## src/rtl/mdu_iter_if.sv

```systemverilog
// Handshake/result bundle between the E-stage and the iterative multiply/divide unit.
// Launch/cancel/direct-write controls in, HI/LO/Busy/Done out; Start is ignored while Busy.
interface mdu_iter_if #(parameter int WIDTH = 32);
    logic             Start;
    logic [2:0]       Op;
    logic [WIDTH-1:0] D1;
    logic [WIDTH-1:0] D2;
    logic             Cancel;
    logic             HI_En;
    logic             LO_En;
    logic [WIDTH-1:0] WrHL;
    logic [WIDTH-1:0] R_HI;
    logic [WIDTH-1:0] R_LO;
    logic             Busy;
    logic             Done;

    modport master (
        output Start, Op, D1, D2, Cancel, HI_En, LO_En, WrHL,
        input  R_HI, R_LO, Busy, Done
    );

    modport slave (
        input  Start, Op, D1, D2, Cancel, HI_En, LO_En, WrHL,
        output R_HI, R_LO, Busy, Done
    );
endinterface

```

## src/rtl/mdu_iter.sv

```systemverilog
// Radix-2 iterative mul/div/madd/msub with HI/LO: WIDTH+1 busy cycles, Done the cycle after the write.
// No backpressure: Start is dropped while Busy, Cancel aborts without touching HI/LO.
module mdu_iter #(
    parameter int WIDTH = 32,
    parameter int CNT_W = $clog2(WIDTH + 1)
) (
    input  logic         Clk,
    input  logic         Rst,
    mdu_iter_if.slave    bus
);
    typedef enum logic [1:0] {IDLE, MUL, DIV, FIX} state_t;

    state_t             state;
    logic [CNT_W-1:0]   cnt;
    logic [2:0]         op_q;
    logic [WIDTH-1:0]   opb;      // multiplicand or divisor magnitude
    logic [2*WIDTH-1:0] acc;      // MUL: {partial, multiplier}; DIV: {remainder, quotient}
    logic               neg_q;
    logic               neg_r;
    logic               dz;
    logic [WIDTH-1:0]   hi_q;
    logic [WIDTH-1:0]   lo_q;
    logic               busy_q;
    logic               done_q;

    logic               is_signed;
    logic               is_div;
    logic [WIDTH-1:0]   a_mag;
    logic [WIDTH-1:0]   b_mag;
    logic [WIDTH:0]     mul_sum;
    logic [WIDTH:0]     div_shift;
    logic [WIDTH+1:0]   div_diff;
    logic [2*WIDTH-1:0] prod;
    logic [2*WIDTH-1:0] hilo;
    logic [2*WIDTH-1:0] mac;
    logic [WIDTH-1:0]   q_fix;
    logic [WIDTH-1:0]   r_fix;

    always_comb begin
        is_signed = ~bus.Op[0];
        is_div    = (bus.Op[2:1] == 2'b01);
        a_mag     = (is_signed && bus.D1[WIDTH-1]) ? -bus.D1 : bus.D1;
        b_mag     = (is_signed && bus.D2[WIDTH-1]) ? -bus.D2 : bus.D2;

        mul_sum   = {1'b0, acc[2*WIDTH-1:WIDTH]} + (acc[0] ? {1'b0, opb} : '0);
        div_shift = {acc[2*WIDTH-1:WIDTH], acc[WIDTH-1]};
        div_diff  = {1'b0, div_shift} - {2'b00, opb};

        prod  = neg_q ? -acc : acc;
        hilo  = {hi_q, lo_q};
        mac   = op_q[1] ? (hilo - prod) : (hilo + prod);
        // A zero divisor leaves an all-ones quotient; force it so the sign fixup cannot disturb it.
        q_fix = dz ? '1 : (neg_q ? -acc[WIDTH-1:0] : acc[WIDTH-1:0]);
        r_fix = neg_r ? -acc[2*WIDTH-1:WIDTH] : acc[2*WIDTH-1:WIDTH];
    end

    always_ff @(posedge Clk) begin
        if (Rst) begin
            state  <= IDLE;
            cnt    <= '0;
            op_q   <= '0;
            opb    <= '0;
            acc    <= '0;
            neg_q  <= 1'b0;
            neg_r  <= 1'b0;
            dz     <= 1'b0;
            hi_q   <= '0;
            lo_q   <= '0;
            busy_q <= 1'b0;
            done_q <= 1'b0;
        end else begin
            done_q <= 1'b0;
            if (bus.HI_En) hi_q <= bus.WrHL;
            if (bus.LO_En) lo_q <= bus.WrHL;

            if (state != IDLE && bus.Cancel) begin
                state  <= IDLE;
                cnt    <= '0;
                busy_q <= 1'b0;
            end else begin
                case (state)
                    IDLE: begin
                        if (bus.Start && !bus.Cancel) begin
                            op_q   <= bus.Op;
                            neg_q  <= is_signed & (bus.D1[WIDTH-1] ^ bus.D2[WIDTH-1]);
                            neg_r  <= is_signed & bus.D1[WIDTH-1];
                            dz     <= (bus.D2 == '0);
                            cnt    <= CNT_W'(WIDTH);
                            busy_q <= 1'b1;
                            if (is_div) begin
                                acc   <= {{WIDTH{1'b0}}, a_mag};
                                opb   <= b_mag;
                                state <= DIV;
                            end else begin
                                acc   <= {{WIDTH{1'b0}}, b_mag};
                                opb   <= a_mag;
                                state <= MUL;
                            end
                        end
                    end
                    MUL: begin
                        acc <= {mul_sum, acc[WIDTH-1:1]};
                        cnt <= cnt - CNT_W'(1);
                        if (cnt == CNT_W'(1)) state <= FIX;
                    end
                    DIV: begin
                        if (div_diff[WIDTH+1])
                            acc <= {div_shift[WIDTH-1:0], acc[WIDTH-2:0], 1'b0};
                        else
                            acc <= {div_diff[WIDTH-1:0], acc[WIDTH-2:0], 1'b1};
                        cnt <= cnt - CNT_W'(1);
                        if (cnt == CNT_W'(1)) state <= FIX;
                    end
                    FIX: begin
                        // Placed after the direct-write updates so the result wins per register.
                        if (op_q[2:1] == 2'b01) begin
                            lo_q <= q_fix;
                            hi_q <= r_fix;
                        end else if (!op_q[2]) begin
                            {hi_q, lo_q} <= prod;
                        end else begin
                            {hi_q, lo_q} <= mac;
                        end
                        state  <= IDLE;
                        busy_q <= 1'b0;
                        done_q <= 1'b1;
                    end
                    default: state <= IDLE;
                endcase
            end
        end
    end

    assign bus.R_HI = hi_q;
    assign bus.R_LO = lo_q;
    assign bus.Busy = busy_q;
    assign bus.Done = done_q;
endmodule

```

## src/flat_wrapper.sv

```systemverilog
// flat-port wrapper written by rule: the top's interface ports become plain ports
module mdu_iter_flat 
#(
    parameter int WIDTH = 32,
    parameter int CNT_W = $clog2(WIDTH + 1)
)
  (Clk, Rst, bus_Start, bus_Op, bus_D1, bus_D2, bus_Cancel, bus_HI_En, bus_LO_En, bus_WrHL, bus_R_HI, bus_R_LO, bus_Busy, bus_Done);
  mdu_iter_if #(.WIDTH(WIDTH)) bus_i ();
  input  logic Clk;
  input  logic Rst;
  input wire logic [$bits(bus_i.Start)-1:0] bus_Start;
  input wire logic [$bits(bus_i.Op)-1:0] bus_Op;
  input wire logic [$bits(bus_i.D1)-1:0] bus_D1;
  input wire logic [$bits(bus_i.D2)-1:0] bus_D2;
  input wire logic [$bits(bus_i.Cancel)-1:0] bus_Cancel;
  input wire logic [$bits(bus_i.HI_En)-1:0] bus_HI_En;
  input wire logic [$bits(bus_i.LO_En)-1:0] bus_LO_En;
  input wire logic [$bits(bus_i.WrHL)-1:0] bus_WrHL;
  output wire logic [$bits(bus_i.R_HI)-1:0] bus_R_HI;
  output wire logic [$bits(bus_i.R_LO)-1:0] bus_R_LO;
  output wire logic [$bits(bus_i.Busy)-1:0] bus_Busy;
  output wire logic [$bits(bus_i.Done)-1:0] bus_Done;
  assign bus_i.Start = bus_Start;
  assign bus_i.Op = bus_Op;
  assign bus_i.D1 = bus_D1;
  assign bus_i.D2 = bus_D2;
  assign bus_i.Cancel = bus_Cancel;
  assign bus_i.HI_En = bus_HI_En;
  assign bus_i.LO_En = bus_LO_En;
  assign bus_i.WrHL = bus_WrHL;
  assign bus_R_HI = bus_i.R_HI;
  assign bus_R_LO = bus_i.R_LO;
  assign bus_Busy = bus_i.Busy;
  assign bus_Done = bus_i.Done;
  mdu_iter #(.WIDTH(WIDTH), .CNT_W(CNT_W)) u_core (.Clk(Clk), .Rst(Rst), .bus(bus_i));
endmodule
```

## config.mk

```make
export PLATFORM = sky130hd
export DESIGN_NAME = mdu_iter_flat
export DESIGN_NICKNAME = d
export VERILOG_FILES = /design/src/rtl/mdu_iter_if.sv /design/src/rtl/mdu_iter.sv /design/src/flat_wrapper.sv
export SDC_FILE = /design/constraint.sdc
export NUM_CORES = 1
export LEC_CHECK = 0
export ABC_CLOCK_PERIOD_IN_PS = 7400
export CORE_UTILIZATION = 55
export DETAILED_ROUTE_END_ITERATION = 10
export PLACE_DENSITY = 0.79
export RECOVER_POWER = 25
export SYNTH_ARGS = -nofsm -noshare
export SYNTH_HDL_FRONTEND = slang
export SYNTH_SLANG_ARGS = --single-unit
export TNS_END_PERCENT = 50
```

## constraint.sdc

```tcl
create_clock -name Clk -period 7.4 [get_ports Clk]
set_input_delay 1.48 -clock Clk [delete_from_list [all_inputs] [get_ports Clk]]
set_output_delay 1.48 -clock Clk [all_outputs]
set_load 0.1 [all_outputs]
```

==> flow_metrics.env <==
export IMPL_cp_max_fo=11
export IMPL_peakVddDrop_uv=216
export IMPL_skew_ns=0.0139
export IMPL_nets=3296
export IMPL_ys_top_cells_by_area="dfxtp_1 16%, ha_1 8.0%, a21oi_1 7.9%, xor2_1 6.6%, xnor2_1 5.8%"
export IMPL_ys_warnings_count=0
export IMPL_outcome="finished, violations left"
export IMPL_syn_nets=3290
export IMPL_drt_iter0_markers=2324
export IMPL_synth_edf_count=0
export IMPL_cp_data_arrival_time_ns=7.31
export IMPL_start_util_pct=55.9
export IMPL_min_path_type="reg2reg"
export IMPL_die_x_um=201
export IMPL_die_height_um=201
export IMPL_viasPerCell=6.50
export IMPL_insertion_delay_ns=0.50
export IMPL_drive_gt1_share_pct=5.32
export IMPL_p_leak_nw=9.78
export IMPL_crit_path_start="u_core.acc[5]"
export IMPL_yosys_top_cells_count="342 x a21oi_1, 327 x nand2_1, 276 x nor2_1"
export IMPL_dpl_hpwl_mm=60.3
export IMPL_setup_tns_ns=0
export IMPL_antenna_found_initial=0
export IMPL_routed_wirelength_mm=77.3
export IMPL_dp_cells=3547
export IMPL_start_kind="register"
export IMPL_endpoint_kind="register"
export IMPL_cts_tree="done"
export IMPL_coreArea_mm2=0.0388
export IMPL_path_class="reg2reg"
export IMPL_r2r_end="u_core.bus.R_HI[28]"
export IMPL_portBuffers=170
export IMPL_grt_max_degree=83
export IMPL_finalCritPeriodShare_pct=93.6
export IMPL_grt_overflow=0
export IMPL_avgSynthCellArea_um2=7.13
export IMPL_cts_made_buffers=17
export IMPL_worstPathRequired_ns=7.78
export IMPL_area_sequential_mm2=0.00351
export IMPL_slew_viol_final=165
export IMPL_antenna_cells=0
export IMPL_rsz0062_at_grt="false"
export IMPL_grt_pass1_wl_mm=118
export IMPL_drt_pass1_iter_count=7
export IMPL_setup_viol=0
export IMPL_post_synth_top_count_cell="a21oi_1"
export IMPL_routabilityCongestion=1.01
export IMPL_vias=23282
export IMPL_rows=72
export IMPL_fmaxAchievable_ghz=0.144
export IMPL_reg2reg_slack_ns=0.47
export IMPL_synth_distinct_cells=111
export IMPL_hold_viol_final=0
export IMPL_ys_seq_area_share_pct=16.1
export IMPL_drv_cap=3
export IMPL_fill_cells=3588
export IMPL_drcViolationCount=0
export IMPL_final_antenna_net_count=0
export IMPL_ys_ff_latch=175
export IMPL_synthFlopType="dfxtp_1"
export IMPL_crit_end="u_core.bus.R_HI[28]"
export IMPL_ios=171
export IMPL_reg2regPathDepth=25
export IMPL_htreeDepth=4
export IMPL_clockBufferDepth=2
export IMPL_postSynth_asyncResetShare_pct=0
export IMPL_area_growth_pct=10.4
export IMPL_wire_per_inst_um=21.6
export IMPL_timing_rr_start="u_core.acc[5]"
export IMPL_relSlewSlack_pct=-75.3
export IMPL_violations="capacitance limit, slew limit"
export IMPL_cts_sinks=175
export IMPL_worst_slew_pin_slew_ns=2.63
export IMPL_layoutNonFillerInstCount=3581
export IMPL_dieArea_mm2=0.0403
export IMPL_period_needed_ns=6.93
export IMPL_yosysTopAreaCellShare_pct=16.1
export IMPL_grt_pass1_vias=21105
export IMPL_multi_input_area_mm2=0.0170
export IMPL_syn_inst=3044
export IMPL_yosys_area_top_type="dfxtp_1"
export IMPL_power_density_mw_per_mm2=284
export IMPL_grt_usage_pct=37.2
export IMPL_clock_root_buffer="clkbuf_16"
export IMPL_clk_pin_slew_ns=0.08
export IMPL_syn_area_mm2=0.0217
per-stage QoR:
| step | worst slack [ns] | utilization [%] | total power (W) | hold WS [ns] | cell area [um2] |
|---|---|---|---|---|---|
| after floorplan | 0.787 | - | 0.00469 | 0.432 | 21700 |
| after global placement | 0.614 | 60.2 | 0.00570 | 0.443 | 23400 |
| after detailed placement | 0.440 | 60.2 | 0.00575 | 0.446 | 23400 |
| after CTS | 0.410 | 61.7 | 0.00670 | 0.456 | 23900 |
| after global routing | 0.0473 | 61.7 | 0.00723 | 0.471 | 24000 |
| final | 0.470 | 61.7 | 0.00681 | 0.457 | 24000 |
worst min-delay path by stage:
stage | cells after the start | slack (ns) | to | from
2_1_floorplan | 2 | 0.43 | u_core.opb[10] | u_core.opb[10]
3_5_place_dp | 2 | 0.45 | u_core.opb[21] | u_core.opb[21]
3_3_place_gp | 2 | 0.44 | u_core.opb[20] | u_core.opb[20]
5_1_grt | 2 | 0.47 | u_core.opb[15] | u_core.opb[15]
4_1_cts | 2 | 0.46 | u_core.opb[21] | u_core.opb[21]
6_report | 2 | 0.46 | u_core.opb[21] | u_core.opb[21]
placed cells by master (no fill, tap or decap), types with 31 or more instances in the layout:
cell type	count
a31oi_1	43
a221oi_1	31
nor3_1	53
a211oi_1	73
inv_1	80
xor2_1	163
xnor2_1	143
clkdlybuf4s50_1	136
nor2_1	274
nand2b_1	35
a21oi_1	342
a22oi_1	53
mux2i_1	75
dfxtp_1	172
a21o_1	83
nand2_1	326
buf_4	32
o21ai_0	190
ha_1	137
nand3_1	70
dlygate4sd3_1	31
metal layers:
metal | vias to the layer above | part of all wire (%) | global-route usage (%)
met5 | - | 0 | 0
met4 | 0 | 3.9 | 15.7
met3 | 143 | 8.2 | 4.50
met2 | 1079 | 44 | 57.6
met1 | 10974 | 44 | 51.9
li1 | 11086 | - | -
sequential cells by signal, summed over array words and instances, names as in the netlist:
| signal | cells |
|---|---|
| u_core.cnt | 6 |
| u_core.bus.R_HI | 32 |
| u_core.opb | 32 |
| u_core.state | 2 |
| u_core.bus.R_LO | 32 |
| u_core.op_q | 2 |
| u_core.neg_q | 1 |
| u_core.dz | 1 |
| u_core.bus.Done | 1 |
| u_core.acc | 64 |
| u_core.neg_r | 1 |
| u_core.bus.Busy | 1 |
critical path: stages, from the launching register on:
cell      delay [ns]
dfxtp_1         0.43
or4_4           0.67
nor4_4          0.34
buf_4           0.24
a311oi_1        0.13
nor4_1          0.39
or4b_4          0.54
nor3_2          0.24
and3_2          0.31
nand3_2         0.13
nor2_1          0.25
a21oi_1         0.13
xor2_1          0.18
ha_1            0.44
and3_1          0.23
nand2_1         0.08
a2111o_1        0.30
o211ai_1        0.13
a31oi_1         0.15
nor3_1          0.29
o41ai_1         0.13
buf_4           0.16
or4_1           0.46
a31oi_1         0.23
xnor2_1         0.14
a21oi_1         0.08
cell families after synthesis:
family | Yosys count | synth area share [%]
flip-flops | 175 | 16.1
multiplexers | 87 | 4.08
adder cells (fa/ha/maj) | 141 | 8.23
AO/OA/AOI/OAI | 1019 | 30.1
buffers and inverters | 297 | 5.77
AND/OR/NAND/NOR | 1015 | 23.0
XOR/XNOR | 310 | 12.6
area by class of cell:
type | instances | share of cell area, %
clock buffer | 18 | 1.79
clock inverter | 14 | 0.548
inverter | 82 | 1.28
multi-input combinational | 2572 | 71.0
sequential | 175 | 14.6
tap | 518 | 2.70
timing repair buffer | 202 | 8.03
where the power goes:
group / switching [W] / leakage, nW / total [W] / internal (W)
clock network: 0.000465 / 0.280 / 0.000934 / 0.000469
logic: 0.00297 / 8.07 / 0.00457 / 0.00160
registers: 0.000233 / 1.43 / 0.00130 / 0.00107
total: 0.00367 / 9.78 / 0.00681 / 0.00314
timing repair:
action / CTS / global route
hold buffers: 0 / 0
resized for setup: 0 / 4
buffers inserted: 0 / 2
endpoints found under the setup margin: 0 / 2
No activity file was read; power rests on OpenSTA's default activity.
